[config.mk]
export PLATFORM = sky130hd
export DESIGN_NAME = lfsr_stream_gen
export DESIGN_NICKNAME = d
export VERILOG_FILES = /design/src/rtl/lfsr_stream_gen.sv
export SDC_FILE = /design/constraint.sdc
export NUM_CORES = 1
export LEC_CHECK = 0
export ABC_AREA = 1
export BUFFER_PORTS_ARGS = -buffer_cell sky130_fd_sc_hd__buf_2
export CAP_MARGIN = 20
export CORE_ASPECT_RATIO = 2
export CORE_MARGIN = 5
export CORE_UTILIZATION = 42
export DETAILED_ROUTE_END_ITERATION = 10
export GPL_ROUTABILITY_DRIVEN = 0
export HOLD_SLACK_MARGIN = 0.05
export PLACE_DENSITY = 0.84
export SYNTH_ARGS = -nofsm -noshare
export SYNTH_HDL_FRONTEND = slang
export SYNTH_SLANG_ARGS = --single-unit
[constraint.sdc]
create_clock -name clk -period 2.67 [get_ports clk]
set_clock_uncertainty 0.1 [all_clocks]
set_input_delay 0.534 -clock clk [delete_from_list [all_inputs] [get_ports clk]]
set_output_delay 0.534 -clock clk [all_outputs]
set_load 0.02 [all_outputs]
[src/rtl/lfsr_stream_gen.sv]
// Parametrised Fibonacci LFSR stream generator with zero-seed substitution,
// an advance counter with sticky wrap flag and a registered state-match pulse.
module lfsr_stream_gen #(
   parameter int                WIDTH  = 20,
   parameter logic [WIDTH-1:0]  TAPS   = 20'h08881,
   parameter logic [WIDTH-1:0]  INIT   = 20'h00001,
   parameter int                STEP   = 1,
   parameter int                SEED_W = 128,
   parameter int                CNT_W  = 16
) (
   input  logic              clk,
   input  logic              rst,
   input  logic              load,
   input  logic [SEED_W-1:0] seed,
   input  logic              advance,
   input  logic [WIDTH-1:0]  match_val,
   output logic [WIDTH-1:0]  lfsr,
   output logic              match,
   output logic              zero_seed,
   output logic [CNT_W-1:0]  adv_count,
   output logic              count_wrap
);

   logic [WIDTH-1:0] lfsr_q, lfsr_d;
   logic [CNT_W-1:0] adv_count_q, adv_count_d;
   logic             count_wrap_q, count_wrap_d;
   logic             match_q, match_d;
   logic             zero_seed_q, zero_seed_d;
   logic [WIDTH-1:0] stepped;
   logic [WIDTH-1:0] seed_slice;
   logic             seed_zero;

   generate
      if (SEED_W > WIDTH) begin : g_seed_unused
         logic unused_seed_bits;
         assign unused_seed_bits = ^seed[SEED_W-1:WIDTH];
      end
   endgenerate

   // STEP single shifts are unrolled into one combinational advance
   always_comb begin
      stepped = lfsr_q;
      for (int i = 0; i < STEP; i++) begin
         stepped = {^(stepped & TAPS), stepped[WIDTH-1:1]};
      end
   end

   always_comb begin
      seed_slice   = seed[WIDTH-1:0];
      seed_zero    = (seed_slice == '0);
      lfsr_d       = lfsr_q;
      adv_count_d  = adv_count_q;
      count_wrap_d = count_wrap_q;
      match_d      = 1'b0;
      zero_seed_d  = 1'b0;
      if (load) begin
         lfsr_d       = seed_zero ? INIT : seed_slice;
         zero_seed_d  = seed_zero;
         adv_count_d  = '0;
         count_wrap_d = 1'b0;
      end else if (advance) begin
         lfsr_d       = stepped;
         adv_count_d  = adv_count_q + CNT_W'(1);
         count_wrap_d = count_wrap_q | (&adv_count_q);
         match_d      = (stepped == match_val);
      end
   end

   always_ff @(posedge clk or negedge rst) begin
      if (!rst) begin
         lfsr_q       <= INIT;
         adv_count_q  <= '0;
         count_wrap_q <= 1'b0;
         match_q      <= 1'b0;
         zero_seed_q  <= 1'b0;
      end else begin
         lfsr_q       <= lfsr_d;
         adv_count_q  <= adv_count_d;
         count_wrap_q <= count_wrap_d;
         match_q      <= match_d;
         zero_seed_q  <= zero_seed_d;
      end
   end

   assign lfsr       = lfsr_q;
   assign adv_count  = adv_count_q;
   assign count_wrap = count_wrap_q;
   assign match      = match_q;
   assign zero_seed  = zero_seed_q;

endmodule

### Word level (Yosys, flattened, before mapping)

Cells that the tools add are included.

| word-level totals | value |
|---|---|
| memories kept | 0 |
| memory bits (writable) | 0 |
| ROM bits | 0 |
| register bits after elaboration | 39 |
| output and inout bits | 39 |
| bits in latches | 0 |

| cells by class | value |
|---|---|
| div/mod/pow operators | 0 |
| shift operators | 0 |
| bitwise logic cells | 1 |
| magnitude comparators | 0 |
| reduce and logical (&&, ||, !) cells | 4 |
| equality and inequality tests | 1 |
| $add $sub $neg | 1 |
| multiply operators | 0 |
| mux-type cells | 10 |

Operators by type and width:

| cell | count |
|---|---|
| $mux W20 | 3 |
| $mux W16 | 2 |
| $eq A20 B20 Y1 | 1 |
| $logic_not A20 Y1 | 1 |
| $reduce_xor A20 Y1 | 1 |
| $add A16 B1 Y16 const B | 1 |
| $reduce_and A16 Y1 | 1 |
| $mux W1 | 5 |
| $reduce_bool A2 Y1 | 1 |
| $or A1 B1 Y1 | 1 |

### Logic depth before layout (Yosys ltp)

| logic depth | value |
|---|---|
| depth after elaboration | 4 |
| gate-level depth with buffers | 8 |
| depth with buffers taken out | 8 |

### Least setup slack after synthesis

Ideal clock, no wire load.

| timing | value |
|---|---|
| kind | register to register |
| from | reg adv_count_q[1] (netlist: adv_count[1]) |
| to | reg adv_count_q[8] (netlist: adv_count[8]) |
| stages on the path, launching flop included | 9 |
| library setup time | 0.113 ns |
| setup slack | 1.099 ns |
| data required time | 2.457 ns |
| arrival | 1.358 ns |
| clock period less this slack | 1.571 ns |
| cells stage by stage | dfrtp_1 -> ha_1 -> nand3_1 -> nor2_1 -> nand2_1 -> o21ai_1 -> nand2_1 -> nand2_1 -> inv_1 |

| between the ends | value |
|---|---|
| word-level cells in the longest chain between the ends | 3 |

RTL lines:

| item | RTL line | RTL |
|---|---|---|
| from (decl) | 25 | `logic [CNT_W-1:0] adv_count_q, adv_count_d;` |
| from (signal assigned) | 78 | `adv_count_q <= adv_count_d;` |
| $add A16 B1 Y16 | 63 | `adv_count_d = adv_count_q + CNT_W'(1);` |
| $mux W16 | 61 | `end else if (advance) begin` |
| $mux W16 | 56 | `if (load) begin` |

Every way passes these cells. The select of a mux whose other input is x is not followed.
A chain may end at the register's enable or synchronous reset.

### Worst setup path after layout

| timing | value |
|---|---|
| from | reg lfsr_q[0] (netlist: lfsr[0]) |
| to | out lfsr[0] |

RTL lines:

| item | RTL line | RTL |
|---|---|---|
| from (decl) | 24 | `logic [WIDTH-1:0] lfsr_q, lfsr_d;` |
| from (signal assigned) | 77 | `lfsr_q <= lfsr_d;` |
| to (decl) | 17 | `output logic [WIDTH-1:0] lfsr,` |

No word-level cell between the ends.

==> run_results.csv <==
group,metric,value,unit
sta,period_share,63.7,%
sta,final-setup-viol-count,0,
routing,routed_wire_length_per_instance,15.1,um
worst_setup_path,crit_family,"flip-flops",
logic_synthesis,syn-cell-area,2250,um^2
cts,cts_buffer_depth,2,
logic_synthesis,yosysUniqueCellTypes,31,
cts,cts-hold-fix-buffers,0,
pwr,vdd_drop_max,0.332,mV
logic_synthesis,synthesis.instances,322,
cells_and_area,post-route-cell-area,2860,um^2
sta,clock.fmax,0.588,GHz
worst_setup_path,worstPathMaxFanout,4,
worst_setup_path,ff2ff_path_depth,8,
global_route,antenna_found_initial,0,
placed_design,place.detailed.hpwl,5.54,mm
floorplan,placementRows,37,
logic_synthesis,synth.net_count,475,
placed_design,placed_cell_area,2720,um^2
sta,final.hold.worst_slack,271,ps
placed_design,io_buffers,82,
cts,clock_tree.root_cell,"clkbuf_8",
logic_synthesis,sequential_share_of_the_synthesized_area,43.4,%
worst_setup_path,cpMaxStageDelayCell,"dfstp_2",
pwr,power.density,571,nW/um^2
floorplan,floorplan.initialDensity,43.5,%
pwr,cellLeakagePower,1.52,nW
sta,timing_hold_violations_final,0,
worst_setup_path,timing.critical_path.buf_inv,1,
cells_and_area,fillerInstances,519,
worst_hold_path,worstHoldPathType,"primary input to asynchronous set/reset pin",
cts,htree_levels,2,
floorplan,num_io_pins,191,
global_route,grt_start_max_net_pins,40,
cells_and_area,final_cell_mix,"83 x nand2_1, 82 x buf_2, 65 x nor2_1",
worst_setup_path,setup.worst_path.start_class,"flop",
cts,worstSkewPairLatency,290,ps
cts,cts_tree,"built",
floorplan,die-width,61.8,um
global_route,first_pass_grt_wire_length,11.6,mm
sta,final-max-slew-violation-count,0,
pwr,fin_total_pwr,1.63,mW
cts,cts_setup_buffers,0,
cts,clock_pin_slew_of_the_registers_on_the_worst_case_setup_and_hold_paths,80,ps
cells_and_area,areaGrowthSynthToFinish,26.7,%
worst_setup_path,critPathMaxStageDelay,590,ps
status,status,"finished, final reports clean",
run,drv_cap,0,
floorplan,fp.dieH,114,um
cts,cts_made_buffers,5,
logic_synthesis,synthDominantAreaCellType,"dfrtp_1",
worst_setup_path,worst-r2r-setup-slack,1040,ps
logic_synthesis,synthesis.area_per_instance,7.00,um^2
global_route,global_route.usage.total,22.1,%
routing,first_iter_violations,121,
routing,drt_drc_violations_left,0,
sta,layout_min_cycle_time,1700,ps
worst_setup_path,worst_r2r_startpoint,"adv_count[1]$_DFFE_PN0P_",
logic_synthesis,postSynthRegisterBits,39,
floorplan,core_area,5180,um^2
logic_synthesis,post-synth-top-area-fraction,42.2,%
sta,grt_setup_unrepaired,"false",
worst_setup_path,worst-endpoint-required,2040,ps
worst_setup_path,cp_cell_sequence,"buf_2",
routing,drt_first_pass_iters,5,
cells_and_area,antenna-diode-count,0,
worst_setup_path,setup.worst_path.class,"flop to primary output",
routing,dr_total_vias,2465,
sta,max-slew-margin-rel,39.3,%
floorplan,die-area,7020,um^2
worst_setup_path,critical_path_arrival,1070,ps
sta,worst_pin_slew,910,ps
worst_setup_path,worst_r2r_endpoint,"adv_count[8]$_DFFE_PN0P_",
routing,wirelength,7.06,mm
logic_synthesis,netlist_top_cells_area,"dfrtp_1 42%, nand2_1 14%, nor2_1 11%",
routing,post_drt_via_cell_ratio,5.29,
cells_and_area,fin_nets,560,
cells_and_area,mostFrequentLayoutCell,"nand2_1",
global_route,first_global_vias,2551,
sta,finalSetupTns,0,ps
cts,cts.sinks,39,
cts,postCtsResizedCells,0,
global_route,grt-ovfl-total,0,
logic_synthesis,yosys_warnings,0,
cells_and_area,post_route_cells_drive_above_1_share,24.3,%
worst_setup_path,worstSetupEndpointType,"primary output",
routing,antenna_violating_nets_post_route,0,
==> sequential cells by signal, summed over array words and instances, names as in the netlist <==
register and count:
adv_count 16, count_wrap 1, lfsr 20, match 1, zero_seed 1
==> worst max path at each step <==
| stage | to | slack [ps] | from | cells after the start |
|---|---|---|---|---|
| finish | lfsr[0] | 970 | lfsr[0]$_DFFE_PN1P_ | 1 |
| global route | adv_count[10]$_DFFE_PN0P_ | 900 | adv_count[1]$_DFFE_PN0P_ | 7 |
| CTS | lfsr[0] | 960 | lfsr[0]$_DFFE_PN1P_ | 1 |
| detailed placement | adv_count[5]$_DFFE_PN0P_ | 800 | load | 8 |
| global placement | adv_count[5]$_DFFE_PN0P_ | 800 | load | 8 |
| floorplan | adv_count[8]$_DFFE_PN0P_ | 1100 | adv_count[1]$_DFFE_PN0P_ | 8 |
==> cell families (layout without fill, tap and decap cells) <==
family	Yosys count	after routing	share of synthesized area [%]
AO/OA/AOI/OAI	54	54	13.8
AND/OR/NAND/NOR	174	174	31.4
flip-flops	39	39	43.4
buffers and inverters	48	134	8.61
adder cells (fa/ha/maj)	1	1	0.555
XOR/XNOR	6	6	2.33
==> cell usage after synthesis <==
| master | n |
|---|---|
| nor2_1 | 65 |
| nand3b_1 | 2 |
| a31oi_1 | 1 |
| a22oi_1 | 1 |
| nor2_2 | 1 |
| o211ai_1 | 1 |
| buf_2 | 4 |
| a21oi_1 | 15 |
| inv_2 | 2 |
| a221oi_1 | 1 |
| nand2_1 | 83 |
| xor2_1 | 2 |
| o21ai_0 | 15 |
| o21ai_1 | 2 |
| xnor2_1 | 4 |
| nand3_1 | 10 |
| nand2_2 | 1 |
| o21bai_1 | 1 |
| clkbuf_2 | 1 |
| nand4_1 | 6 |
| o22ai_1 | 15 |
| dfstp_2 | 1 |
| dfrtp_1 | 38 |
| nor3_1 | 5 |
| a22o_1 | 1 |
| buf_4 | 2 |
| inv_1 | 38 |
| ha_1 | 1 |
| nor2_4 | 1 |
| clkbuf_1 | 1 |
| o211a_1 | 1 |
==> metal layers <==
metal	vias up	part of all wire (%)	global-route usage [%]
met5	-	0	0
met4	0	4.7	11.9
met3	25	5.8	3.40
met2	108	54	38.7
met1	1129	35	23.9
li1	1203	-	-
==> report_power, final <==
part / switching, mW / total (mW) / internal [mW]
logic: 0.218 / 0.346 / 0.128
clock network: 0.215 / 0.588 / 0.374
registers: 0.0588 / 0.695 / 0.636
total: 0.491 / 1.63 / 1.14
==> layout make-up <==
cell class                      instances  area, um^2  area share [%]
Inverter                               40         150            5.26
Sequential cell                        39         977            34.2
Clock inverter                          2        60.1            2.10
Multi-Input combinational cell        235        1080            37.9
Clock buffer                            6        72.6            2.54
Timing Repair Buffer                   86         440            15.4
Tap cell                               58        72.6            2.54
==> metrics by stage <==
stage	utilization [%]	std cells	setup WS (ps)
3_3_place_gp	52.5	458	801
3_5_place_dp	52.5	458	802
2_1_floorplan	-	322	1100
4_1_cts	55.1	466	958
6_report	55.1	466	968
5_1_grt	55.1	466	903
Note: power is estimated with default switching activity, not from simulation.
